`src/rtl/dm_port_arbiter_pkg.sv`:
```
// Shared types and helpers for the data-memory port arbiter.
package dm_bus_pkg;

  typedef enum logic [1:0] {
    IDLE    = 2'd0,
    CPU_RD  = 2'd1,
    CPU_RMW = 2'd2,
    DMA_RD  = 2'd3
  } state_t;

  localparam logic [3:0] BYTEEN_FULL = 4'hf;

  function automatic int word_index_width(input int depth_log2);
    return depth_log2;
  endfunction

  // Take new_w lanes where be is set, old_w lanes elsewhere.
  function automatic logic [31:0] merge_word(input logic [31:0] old_w,
                                             input logic [31:0] new_w,
                                             input logic [3:0]  be);
    logic [31:0] m;
    for (int i = 0; i < 4; i++) begin
      m[i*8 +: 8] = be[i] ? new_w[i*8 +: 8] : old_w[i*8 +: 8];
    end
    return m;
  endfunction

endpackage

```
`src/rtl/dm_port_arbiter_byte_merge.sv`:
```
// Combinational byte-lane merge for the read-modify-write path of partial CPU stores.
module dm_byte_merge
  import dm_bus_pkg::*;
(
  input  logic [31:0] old_word,
  input  logic [31:0] new_word,
  input  logic [3:0]  byteen,
  output logic [31:0] merged
);

  assign merged = merge_word(old_word, new_word, byteen);

endmodule

```
`src/rtl/dm_port_arbiter.sv`:
```
// Arbitrates CPU M-stage and DMA requests onto one sync-read RAM; partial CPU stores become RMW.
// CPU loads and partial stores stall one cycle; DMA reads return data the cycle after d_gnt.
module dm_port_arbiter
  import dm_bus_pkg::*;
#(
  parameter int DEPTH_LOG2 = 12,
  parameter int MAX_STREAK = 4
) (
  input  logic                  clk,
  input  logic                  reset,
  input  logic [31:0]           m_data_addr,
  input  logic [31:0]           m_data_wdata,
  input  logic [3:0]            m_data_byteen,
  input  logic                  m_data_re,
  output logic [31:0]           m_data_rdata,
  output logic                  m_stall,
  input  logic                  d_req,
  input  logic                  d_we,
  input  logic [31:0]           d_addr,
  input  logic [31:0]           d_wdata,
  output logic                  d_gnt,
  output logic                  d_rvalid,
  output logic [31:0]           d_rdata,
  output logic [DEPTH_LOG2-1:0] ram_addr,
  output logic                  ram_we,
  output logic [31:0]           ram_wdata,
  input  logic [31:0]           ram_rdata,
  output logic                  oob_err
);

  localparam int AW = word_index_width(DEPTH_LOG2);
  localparam int SW = $clog2(MAX_STREAK + 1);

  state_t        state_q, state_d;
  logic [SW-1:0] streak_q, streak_d;
  logic [31:0]   m_hold_q, d_hold_q;
  logic          d_oob_q;

  logic          cpu_req, cpu_wr, cpu_full, cpu_done;
  logic          m_oob, d_oob, dma_win, cpu_win;
  logic [31:0]   merged_word;

  dm_byte_merge u_merge (
    .old_word (ram_rdata),
    .new_word (m_data_wdata),
    .byteen   (m_data_byteen),
    .merged   (merged_word)
  );

  always_comb begin
    cpu_req  = m_data_re | (|m_data_byteen);
    cpu_wr   = |m_data_byteen;
    cpu_full = (m_data_byteen == BYTEEN_FULL);
    m_oob    = |(m_data_addr >> (DEPTH_LOG2 + 2));
    d_oob    = |(d_addr >> (DEPTH_LOG2 + 2));
    dma_win  = d_req & (streak_q == SW'(MAX_STREAK));
    cpu_win  = cpu_req & ~dma_win;

    state_d      = state_q;
    streak_d     = streak_q;
    ram_addr     = m_data_addr[AW+1:2];
    ram_we       = 1'b0;
    ram_wdata    = m_data_wdata;
    d_gnt        = 1'b0;
    d_rvalid     = 1'b0;
    oob_err      = 1'b0;
    cpu_done     = 1'b0;
    m_data_rdata = m_hold_q;
    d_rdata      = d_hold_q;

    case (state_q)
      IDLE: begin
        if (cpu_win) begin
          streak_d = streak_q + SW'(1);
          if (cpu_wr && cpu_full) begin
            ram_we   = ~m_oob;
            oob_err  = m_oob;
            cpu_done = 1'b1;
          end else if (cpu_wr) begin
            state_d = CPU_RMW;
          end else begin
            state_d = CPU_RD;
          end
        end else if (d_req) begin
          d_gnt     = 1'b1;
          streak_d  = '0;
          ram_addr  = d_addr[AW+1:2];
          ram_wdata = d_wdata;
          if (d_we) begin
            ram_we  = ~d_oob;
            oob_err = d_oob;
          end else begin
            state_d = DMA_RD;
          end
        end
      end
      CPU_RMW: begin
        ram_wdata = merged_word;
        ram_we    = ~m_oob;
        oob_err   = m_oob;
        cpu_done  = 1'b1;
        state_d   = IDLE;
      end
      CPU_RD: begin
        m_data_rdata = m_oob ? 32'h0 : ram_rdata;
        oob_err      = m_oob;
        cpu_done     = 1'b1;
        state_d      = IDLE;
      end
      DMA_RD: begin
        d_rvalid = 1'b1;
        d_rdata  = d_oob_q ? 32'h0 : ram_rdata;
        oob_err  = d_oob_q;
        state_d  = IDLE;
      end
      default: state_d = IDLE;
    endcase

    if (!d_req) streak_d = '0;

    m_stall = cpu_req & ~cpu_done;

    // Any in-flight completion is squashed while reset is high.
    if (reset) begin
      m_stall      = 1'b0;
      d_gnt        = 1'b0;
      d_rvalid     = 1'b0;
      ram_we       = 1'b0;
      oob_err      = 1'b0;
      m_data_rdata = 32'h0;
      d_rdata      = 32'h0;
    end
  end

  always_ff @(posedge clk) begin
    if (reset) begin
      state_q  <= IDLE;
      streak_q <= '0;
      m_hold_q <= 32'h0;
      d_hold_q <= 32'h0;
      d_oob_q  <= 1'b0;
    end else begin
      state_q  <= state_d;
      streak_q <= streak_d;
      if (state_q == CPU_RD) m_hold_q <= m_data_rdata;
      if (d_rvalid) d_hold_q <= d_rdata;
      if (state_q == IDLE && d_gnt && !d_we) d_oob_q <= d_oob;
    end
  end

endmodule

```
`config.mk`:
```
export PLATFORM = sky130hd
export DESIGN_NAME = dm_port_arbiter
export DESIGN_NICKNAME = d
export VERILOG_FILES = /design/src/rtl/dm_port_arbiter_pkg.sv /design/src/rtl/dm_port_arbiter_byte_merge.sv /design/src/rtl/dm_port_arbiter.sv
export SDC_FILE = /design/constraint.sdc
export NUM_CORES = 1
export LEC_CHECK = 0
export BUFFER_PORTS_ARGS = -buffer_cell sky130_fd_sc_hd__clkbuf_2
export CAP_MARGIN = 20
export CORE_AREA = 5 5 107 109
export CTS_CLUSTER_DIAMETER = 60
export CTS_CLUSTER_SIZE = 24
export DETAILED_ROUTE_END_ITERATION = 6
export DIE_AREA = 0 0 112 114
export PLACE_DENSITY = 0.82
export SETUP_SLACK_MARGIN = 0.02
export SLEW_MARGIN = 10
export SYNTH_ARGS = -nofsm -noshare
export SYNTH_HDL_FRONTEND = slang
export SYNTH_SLANG_ARGS = --single-unit
```
`constraint.sdc`:
```
create_clock -name clk -period 3.8 [get_ports clk]
set_input_delay 0.38 -clock clk [delete_from_list [all_inputs] [get_ports clk]]
set_output_delay 0.38 -clock clk [all_outputs]
set_load 0.005 [all_outputs]
```
==> impl_metrics.env, run 1 <==
export IMPL_run_status="complete, no violations"
export IMPL_synthMuxAreaShare_pct=3.70
export IMPL_max_freq_mhz=303
export IMPL_worst_path_max_fanout=48
export IMPL_synth_xor_area_share_pct=0
export IMPL_p_seq_share_pct=39.2
export IMPL_yosysSeqAreaShare_pct=31.1
export IMPL_rr_endpoint="d_oob_q"
export IMPL_p_sw_mw=0.522
export IMPL_gp_congestion=0.912
export IMPL_antenna_found_initial=0
export IMPL_hpwlAfterDp_mm=13.1
export IMPL_setup_tns_ns=0
export IMPL_leakagePower_nw=2.84
export IMPL_insertedDiodeCount=0
export IMPL_synth_distinct_cells=42
export IMPL_die_area_um2=12800
export IMPL_min_path_cells=3
export IMPL_min_delay_start="ram_rdata[11]"
export IMPL_placed_area_um2=5920
export IMPL_switching_share_pct=27.7
export IMPL_htreeDepth=3
export IMPL_ys_ff_latch=70
export IMPL_synth_compound_area_share_pct=25.1
export IMPL_p_int_mw=1.36
export IMPL_fin_ws_ns=0.501
export IMPL_drt_total_wl_mm=17.6
export IMPL_fill_cells=1048
export IMPL_path_clk_slew_ns=0.08
export IMPL_vdd_drop_max_v=0.000187
export IMPL_grtUsageTotal_pct=26.4
export IMPL_cts_root_buffer="clkbuf_8"
export IMPL_tightestPinTransition_ns=1.02
export IMPL_start_util_pct=42.8
export IMPL_avgSynthCellArea_um2=7.34
export IMPL_period_minus_slack_ns=3.30
export IMPL_cts_buffers=9
export IMPL_via_count=5626
export IMPL_post_cts_buffers=0
export IMPL_synth_top_family_by_area="simple AND/OR/NAND/NOR gates"
export IMPL_yosys_area_share_adder_pct=1.95
export IMPL_relSlewSlack_pct=32.3
export IMPL_cp_start_kind="flop"
export IMPL_critPathKind="flop to output port"
export IMPL_synth_area_leaders="dfxtp_1 31%, a21oi_1 11%, nand4_1 9.2%"
export IMPL_synth_largest_area_cell="dfxtp_1"
export IMPL_num_rows=38
export IMPL_r2r_cells=7
export IMPL_die_h_um=114
export IMPL_drc_errors=0
export IMPL_rr_startpoint="state_q[1]"
export IMPL_cts_tree="done"
export IMPL_holdPathEnd="d_hold_q[11]"
export IMPL_drv_cap=0
export IMPL_drt_iter0_markers=394
export IMPL_nets=1026
export IMPL_synth_edff_count=0
export IMPL_grt_pass1_wl_mm=27.2
export IMPL_worstSkewPairLatency_ns=0.35
export IMPL_overflow=0
export IMPL_area_growth_pct=36.9
export IMPL_worstPathRequired_ns=3.42
export IMPL_skew_ns=0.00684
export IMPL_clock_sinks=70
export IMPL_fin_crit_sh_pct=86.8
export IMPL_final_cell_area_um2=6160
export IMPL_grt_start_max_net_pins=106
export IMPL_ios=282
export IMPL_wl_per_cell_um=17.7
export IMPL_power_density_nw_per_um2=306
export IMPL_holdWs_ns=0.316
export IMPL_syn_inst=613
export IMPL_cts_max_path_buffers=2
export IMPL_async_flop_share_pct=0
export IMPL_die_w_um=112
export IMPL_post_place_ws_ns=0.941
export IMPL_syn_nets=789
export IMPL_r2r_setup_slack_ns=1.31
export IMPL_clkPwrFrac_pct=39.4
export IMPL_cts_resized=0
export IMPL_synth_simple_area_share_pct=31.8
export IMPL_setup_violations=0
export IMPL_p_comb_share_pct=21.4
export IMPL_arrival_ns=2.92
export IMPL_coreArea_um2=10500
export IMPL_drv_slew=0
export IMPL_synth_top_cell_area_share_pct=31.1
export IMPL_rsz0062_at_grt="false"
export IMPL_dr_pass1_iters=5
export IMPL_end_kind="output port"
export IMPL_grt_pass1_vias=5591
export IMPL_hold_violations=0
export IMPL_hold_class="input pin to flop"
export IMPL_via_per_inst=5.65
export IMPL_drive_gt1_share_pct=38.4
export IMPL_synth_cell_area_um2=4500
export IMPL_portBuffers=277
export IMPL_ant_nets=0
export IMPL_synth_ff_type="dfxtp_1"
export IMPL_ys_warn_count=0
export IMPL_holdBufCountCts=0
## cells in the mapped netlist (4+ instances only)
library cell	n
o211ai_1	32
nand2b_1	32
buf_1	5
clkbuf_1	46
a21oi_1	98
nor2_1	70
nand2_1	40
dfxtp_1	70
nand4_1	66
buf_2	10
ha_1	7
nor4_1	7
mux2_2	13
nor2b_1	39
a22oi_1	32
inv_1	8
a21o_1	4
nand3_1	5
## worst max-delay path, cell delays in order, from the launching register on
cell      delay (ns)
dfxtp_1         0.37
inv_1           0.11
ha_2            0.51
buf_4           0.53
nand4_1         0.24
o31ai_4         0.26
mux2_2          0.41
clkbuf_2        0.12
## power by group through the flow
stage / sequential, mW / combinational, mW / clock, mW
after global placement: 0.757 / 0.394 / 0
after CTS: 0.740 / 0.401 / 0.756
after floorplan: 0.756 / 0.190 / 0
final: 0.740 / 0.404 / 0.743
after global routing: 0.740 / 0.440 / 0.795
after detailed placement: 0.757 / 0.400 / 0
## flip-flops by register name, indices dropped and copies added (netlist names)
signal and flops:
m_hold_q 32, state_q 2, streak_q 3, d_oob_q 1
d_hold_q 32
## worst max path at each step
stage | slack (ns) | to | start | depth (start not counted)
2_1_floorplan | 1.59 | ram_addr[10] | m_data_byteen[1] | 4
3_3_place_gp | 0.95 | ram_addr[6] | state_q[0] | 7
3_5_place_dp | 0.94 | ram_addr[6] | state_q[1] | 7
4_1_cts | 0.51 | ram_addr[10] | state_q[1] | 7
5_1_grt | 0.33 | ram_addr[10] | state_q[1] | 7
6_report | 0.50 | ram_addr[6] | state_q[1] | 7
## routing by layer
layer / part of all wire (%) / track usage, %
met1: 41 / 32.3
met3: 8.4 / 5.94
met2: 48 / 44.1
met4: 3.0 / 12.8
met5: 0 / 0
## placed cells by master, fill, tap and decap left out, drive strengths merged, types with 8 or more instances in the layout
cell,netlist,layout
nand2,40,40
nand4,66,66
clkbuf,46,286
nor2,70,70
nand2b,32,32
inv,8,8
buf,16,12
a21oi,99,99
nor2b,39,39
o211ai,32,32
mux2,13,13
a22oi,32,32
dfxtp,70,70
## per-stage QoR
stage | std cells | power [mW] | utilization, %
5_1_grt | 995 | 1.98 | 58.6
6_report | 995 | 1.89 | 58.6
2_1_floorplan | 613 | 0.946 | -
3_5_place_dp | 979 | 1.16 | 56.3
3_3_place_gp | 979 | 1.15 | 56.3
4_1_cts | 995 | 1.90 | 58.6
## final cells by class
type,instances,area (um^2),share of cell area [%]
clock inverter,6,109,1.77
inverter,8,30.0,0.487
clock buffer,10,138,2.23
multi-input combinational,473,2840,46.1
timing repair buffer,288,1470,23.9
sequential,70,1400,22.7
tap,140,175,2.84
## cells by family after synthesis
kind of cell / count (synthesis)
compound gates: 180
fa+ha+maj: 7
buf+inv: 70
flops: 70
mux: 15
simple gates: 271
No activity file was read; power rests on OpenSTA's default activity.
==> run 2: changes to the inputs <==
Settings changed: CORE_AREA 5 5 107 109 to 2 2 110 112, PLACE_DENSITY 0.82 to 0.74.
==> impl_metrics.env, run 2 (synthesis results as in run 1) <==
export IMPL_leakagePower_nw=2.87
export IMPL_path_clk_slew_ns=0.06
export IMPL_arrival_ns=2.85
export IMPL_antenna_found_initial=0
export IMPL_insertedDiodeCount=0
export IMPL_drt_iter0_markers=356
export IMPL_final_cell_mix="276 x clkbuf_2, 98 x a21oi_1, 70 x nor2_1, 70 x dfxtp_1, 66 x nand4_1"
export IMPL_hold_violations=0
export IMPL_grtUsageTotal_pct=25.2
export IMPL_drv_cap=0
export IMPL_cp_start_kind="flop"
export IMPL_cts_max_path_buffers=2
export IMPL_max_freq_mhz=310
export IMPL_drv_slew=0
export IMPL_rsz0062_at_grt="false"
export IMPL_area_growth_pct=39.0
export IMPL_start_util_pct=38.4
export IMPL_stdcell_count=1002
export IMPL_post_cts_buffers=0
export IMPL_grt_pass1_wl_mm=26.0
export IMPL_dp_cells=986
export IMPL_fin_crit_sh_pct=84.9
export IMPL_hold_class="input pin to flop"
export IMPL_num_rows=40
export IMPL_coreArea_um2=11700
export IMPL_clock_sinks=70
export IMPL_die_area_um2=12800
export IMPL_drc_errors=0
export IMPL_period_minus_slack_ns=3.23
export IMPL_run_status="complete, no violations"
export IMPL_setup_violations=0
export IMPL_via_per_inst=5.58
export IMPL_final_common_cell="clkbuf_2"
export IMPL_overflow=0
export IMPL_grt_start_max_net_pins=69
export IMPL_critPathKind="flop to output port"
export IMPL_dr_pass1_iters=5
export IMPL_cts_buffers=9
export IMPL_wl_per_cell_um=16.7
export IMPL_die_w_um=112
export IMPL_drt_total_wl_mm=16.8
export IMPL_worstPathRequired_ns=3.42
export IMPL_relSlewSlack_pct=33.7
export IMPL_worst_path_max_fanout=29
export IMPL_via_count=5592
export IMPL_skew_ns=0.00783
export IMPL_fill_cells=1204
export IMPL_htreeDepth=3
export IMPL_setup_tns_ns=0
export IMPL_end_kind="output port"
export IMPL_nets=1026
export IMPL_reg_top3="d_hold_q: 32 flops, m_hold_q: 32 flops, streak_q: 3 flops"
export IMPL_drive_gt1_share_pct=38.1
export IMPL_cts_root_buffer="clkbuf_16"
export IMPL_gp_congestion=0.844
export IMPL_grt_pass1_vias=4948
export IMPL_vdd_drop_max_v=0.000166
export IMPL_ios=282
export IMPL_holdBufCountCts=0
export IMPL_portBuffers=277
export IMPL_cts_tree="done"
export IMPL_ant_nets=0
export IMPL_tightestPinTransition_ns=0.994
export IMPL_die_h_um=114
export IMPL_cts_resized=0
export IMPL_power_density_nw_per_um2=326
export IMPL_worstSkewPairLatency_ns=0.33
export IMPL_hpwlAfterDp_mm=12.2
## run 2: changes by cell type in the layout (fill, tap and decap cells not counted), sizes merged
cell and delta:
clkbuf +1, bufinv -1, clkinv -1, inv +1
## run 2: final cells by class
class,count,area (um^2),area share [%]
Inverter,8,30.0,0.480
Multi-Input combinational cell,473,2840,45.4
Sequential cell,70,1400,22.4
Clock buffer,11,233,3.72
Timing Repair Buffer,288,1480,23.7
Clock inverter,5,82.6,1.32
Tap cell,147,184,2.94
## run 2: per-layer routing
| layer | wire length, um | global-route usage, % | vias up |
|---|---|---|---|
| li1 | - | - | 2706 |
| met3 | 1350 | 5.37 | 19 |
| met2 | 7960 | 41.3 | 245 |
| met5 | 0 | 0 | - |
| met1 | 7220 | 33.8 | 2622 |
| met4 | 226 | 7.24 | 0 |
## run 2: stage by stage
stage | setup slack (ns) | utilization [%] | hold WS, ns | area [um^2] | total power, mW
5_1_grt | 0.315 | 53.4 | 0.348 | 6260 | 2.13
3_5_place_dp | 0.926 | 50.7 | 0.472 | 5940 | 1.16
6_report | 0.573 | 53.4 | 0.333 | 6260 | 2.04
4_1_cts | 0.600 | 53.4 | 0.327 | 6260 | 2.05
3_3_place_gp | 0.922 | 50.7 | 0.465 | 5940 | 1.15
2_1_floorplan | 1.59 | - | 0.456 | 4500 | 0.946
## run 2: worst paths after layout
| path | from | end | slack, ns | depth (start not counted) |
|---|---|---|---|---|
| worst max-delay path | state_q[1] | oob_err | 0.57 | 9 |
| worst min-delay path | ram_rdata[19] | d_hold_q[19] | 0.33 | 3 |
| worst max register to register | state_q[1] | streak_q[0] | 1.39 | 7 |
| worst min register to register | m_hold_q[5] | m_hold_q[5] | 0.48 | 2 |
## run 2: power breakdown
part,total [mW],leakage (nW),switching [mW],internal [mW]
registers,0.741,0.564,0.00307,0.738
clock network,0.894,0.154,0.317,0.577
logic,0.403,2.15,0.226,0.178
## run 2: critical path: stages (launching register included)
cell and delay (ns):
dfxtp_1 0.36, inv_1 0.11, ha_2 0.46, buf_4 0.36, buf_4 0.37, inv_1 0.16, nor2_1 0.25, nand3_1 0.13
o22ai_1 0.16, clkbuf_2 0.15
==> run 3: changes to the inputs <==
Settings changed: CORE_AREA 2 2 110 112 to default, CORE_UTILIZATION from default to 39, DIE_AREA 0 0 112 114 to default, PLACE_DENSITY 0.74 to 0.77.
Clock period 3.8 ns to 2.9 ns, I/O delays scaled along.
==> impl_metrics.env, run 3 (synthesis results as in run 1) <==
export IMPL_setup_tns_ns=0
export IMPL_via_count=5567
export IMPL_cts_buffers=9
export IMPL_ant_nets=0
export IMPL_period_minus_slack_ns=2.68
export IMPL_overflow=0
export IMPL_reg_top3="d_hold_q: 32 flops, m_hold_q: 32 flops, streak_q: 3 flops"
export IMPL_drc_errors=0
export IMPL_fin_crit_sh_pct=92.6
export IMPL_portBuffers=277
export IMPL_htreeDepth=3
export IMPL_hold_violations=0
export IMPL_insertedDiodeCount=0
export IMPL_worst_path_max_fanout=34
export IMPL_wl_met1_mm=7.06
export IMPL_max_freq_mhz=373
export IMPL_holdBufCountCts=0
export IMPL_met3_length_mm=1.51
export IMPL_path_delay_family="buffers and inverters"
export IMPL_clock_sinks=70
export IMPL_die_w_um=109
export IMPL_arrival_ns=2.39
export IMPL_crit_top_cell="inv_1"
export IMPL_slowest_stage="buf_4"
export IMPL_maxUsedRoutingLayer="met5"
export IMPL_drv_cap=0
export IMPL_drive_gt1_share_pct=38.7
export IMPL_end_kind="output port"
export IMPL_fill_cells=1128
export IMPL_coreArea_um2=11000
export IMPL_via_per_inst=5.57
export IMPL_drv_slew=0
export IMPL_drt_iter0_markers=365
export IMPL_hold_class="input pin to flop"
export IMPL_cpPeakStageDelay_ns=0.41
export IMPL_cts_tree="done"
export IMPL_path_clk_slew_ns=0.06
export IMPL_rsz0062_at_grt="false"
export IMPL_grt_start_max_net_pins=78
export IMPL_cts_max_path_buffers=2
export IMPL_worstPathRequired_ns=2.61
export IMPL_die_h_um=109
export IMPL_setup_violations=0
export IMPL_dr_pass1_iters=5
export IMPL_final_cell_mix="276 x clkbuf_2, 98 x a21oi_1, 70 x nor2_1, 70 x dfxtp_1, 66 x nand4_1"
export IMPL_crit_buf_inv=4
export IMPL_antenna_found_initial=1
export IMPL_grt_pass1_vias=4850
export IMPL_die_area_um2=12000
export IMPL_skew_ns=0.00502
export IMPL_ios=282
export IMPL_nets=1031
export IMPL_area_growth_pct=40.2
export IMPL_power_density_nw_per_um2=427
export IMPL_worstSkewPairLatency_ns=0.33
export IMPL_leakagePower_nw=2.90
export IMPL_final_common_cell="clkbuf_2"
export IMPL_run_status="complete, no violations"
export IMPL_grt_pass1_wl_mm=25.0
export IMPL_num_rows=38
export IMPL_cts_root_buffer="clkbuf_16"
export IMPL_tightestPinTransition_ns=0.770
export IMPL_vdd_drop_max_v=0.000214
export IMPL_gp_congestion=0.857
export IMPL_wl_met2_mm=8.01
export IMPL_wl_per_cell_um=16.9
export IMPL_grtUsageTotal_pct=27.8
export IMPL_critPathKind="flop to output port"
export IMPL_cp_start_kind="flop"
export IMPL_seqCellArea_um2=1400
export IMPL_relSlewSlack_pct=48.6
export IMPL_cts_resized=0
export IMPL_drt_total_wl_mm=16.9
export IMPL_hpwlAfterDp_mm=12.6
export IMPL_utilization_pct=57.2
export IMPL_multi_input_area_um2=2850
export IMPL_post_cts_buffers=0
export IMPL_crit_chain="inv_1, ha_2, buf_4, inv_1, nor2_1, nand3_1, o22ai_1, clkbuf_2"
export IMPL_start_util_pct=40.8
run 3: cell count changes in the layout (fill, tap and decap cells not counted), sizes merged:
cell and change:
buf +5, clkinv +1, inv -1
run 3: worst paths after layout:
path | start | endpoint | slack, ns | depth (start not counted)
hold reg to reg | m_hold_q[3] | m_hold_q[3] | 0.48 | 2
setup / recovery | state_q[0] | oob_err | 0.22 | 8
setup reg to reg | state_q[0] | streak_q[0] | 0.90 | 6
hold / removal | ram_rdata[8] | d_hold_q[8] | 0.25 | 3
run 3: per-stage QoR:
| stage | setup slack, ns | instance area [um^2] | instances | hold WS (ns) | total power [mW] |
|---|---|---|---|---|---|
| global placement | 0.505 | 5990 | 984 | 0.465 | 1.52 |
| global route | 0.0386 | 6310 | 1000 | 0.260 | 2.82 |
| CTS | 0.225 | 6310 | 1000 | 0.242 | 2.72 |
| detailed placement | 0.502 | 5990 | 984 | 0.469 | 1.52 |
| finish | 0.216 | 6310 | 1000 | 0.249 | 2.70 |
| floorplan | 0.871 | 4500 | 613 | 0.444 | 1.24 |
run 3: per-layer routing:
layer  vias up  GRT usage [%]
li1       2722              -
met3        24           6.11
met5         -              0
met2       242           46.4
met4         2           8.19
met1      2577           35.7
run 3: cell type report:
cell class,instances,area share [%]
multi-input cells,473,45.1
repair buffers,293,24.3
flip-flops and latches,70,22.2
clock buffers,11,3.85
well taps,140,2.78
clock inverters,5,1.31
inverters,8,0.476
run 3: power by group:
part	internal, mW	switching, mW
logic	0.236	0.299
clock network	0.778	0.413
registers	0.967	0.00386
run 3: worst reg2reg max path, cell delays in order (launching register included):
cell and delay (ns):
dfxtp_1 0.36, inv_1 0.10, ha_2 0.38, buf_4 0.41, inv_1 0.17, or3_1 0.36, a21boi_0 0.16
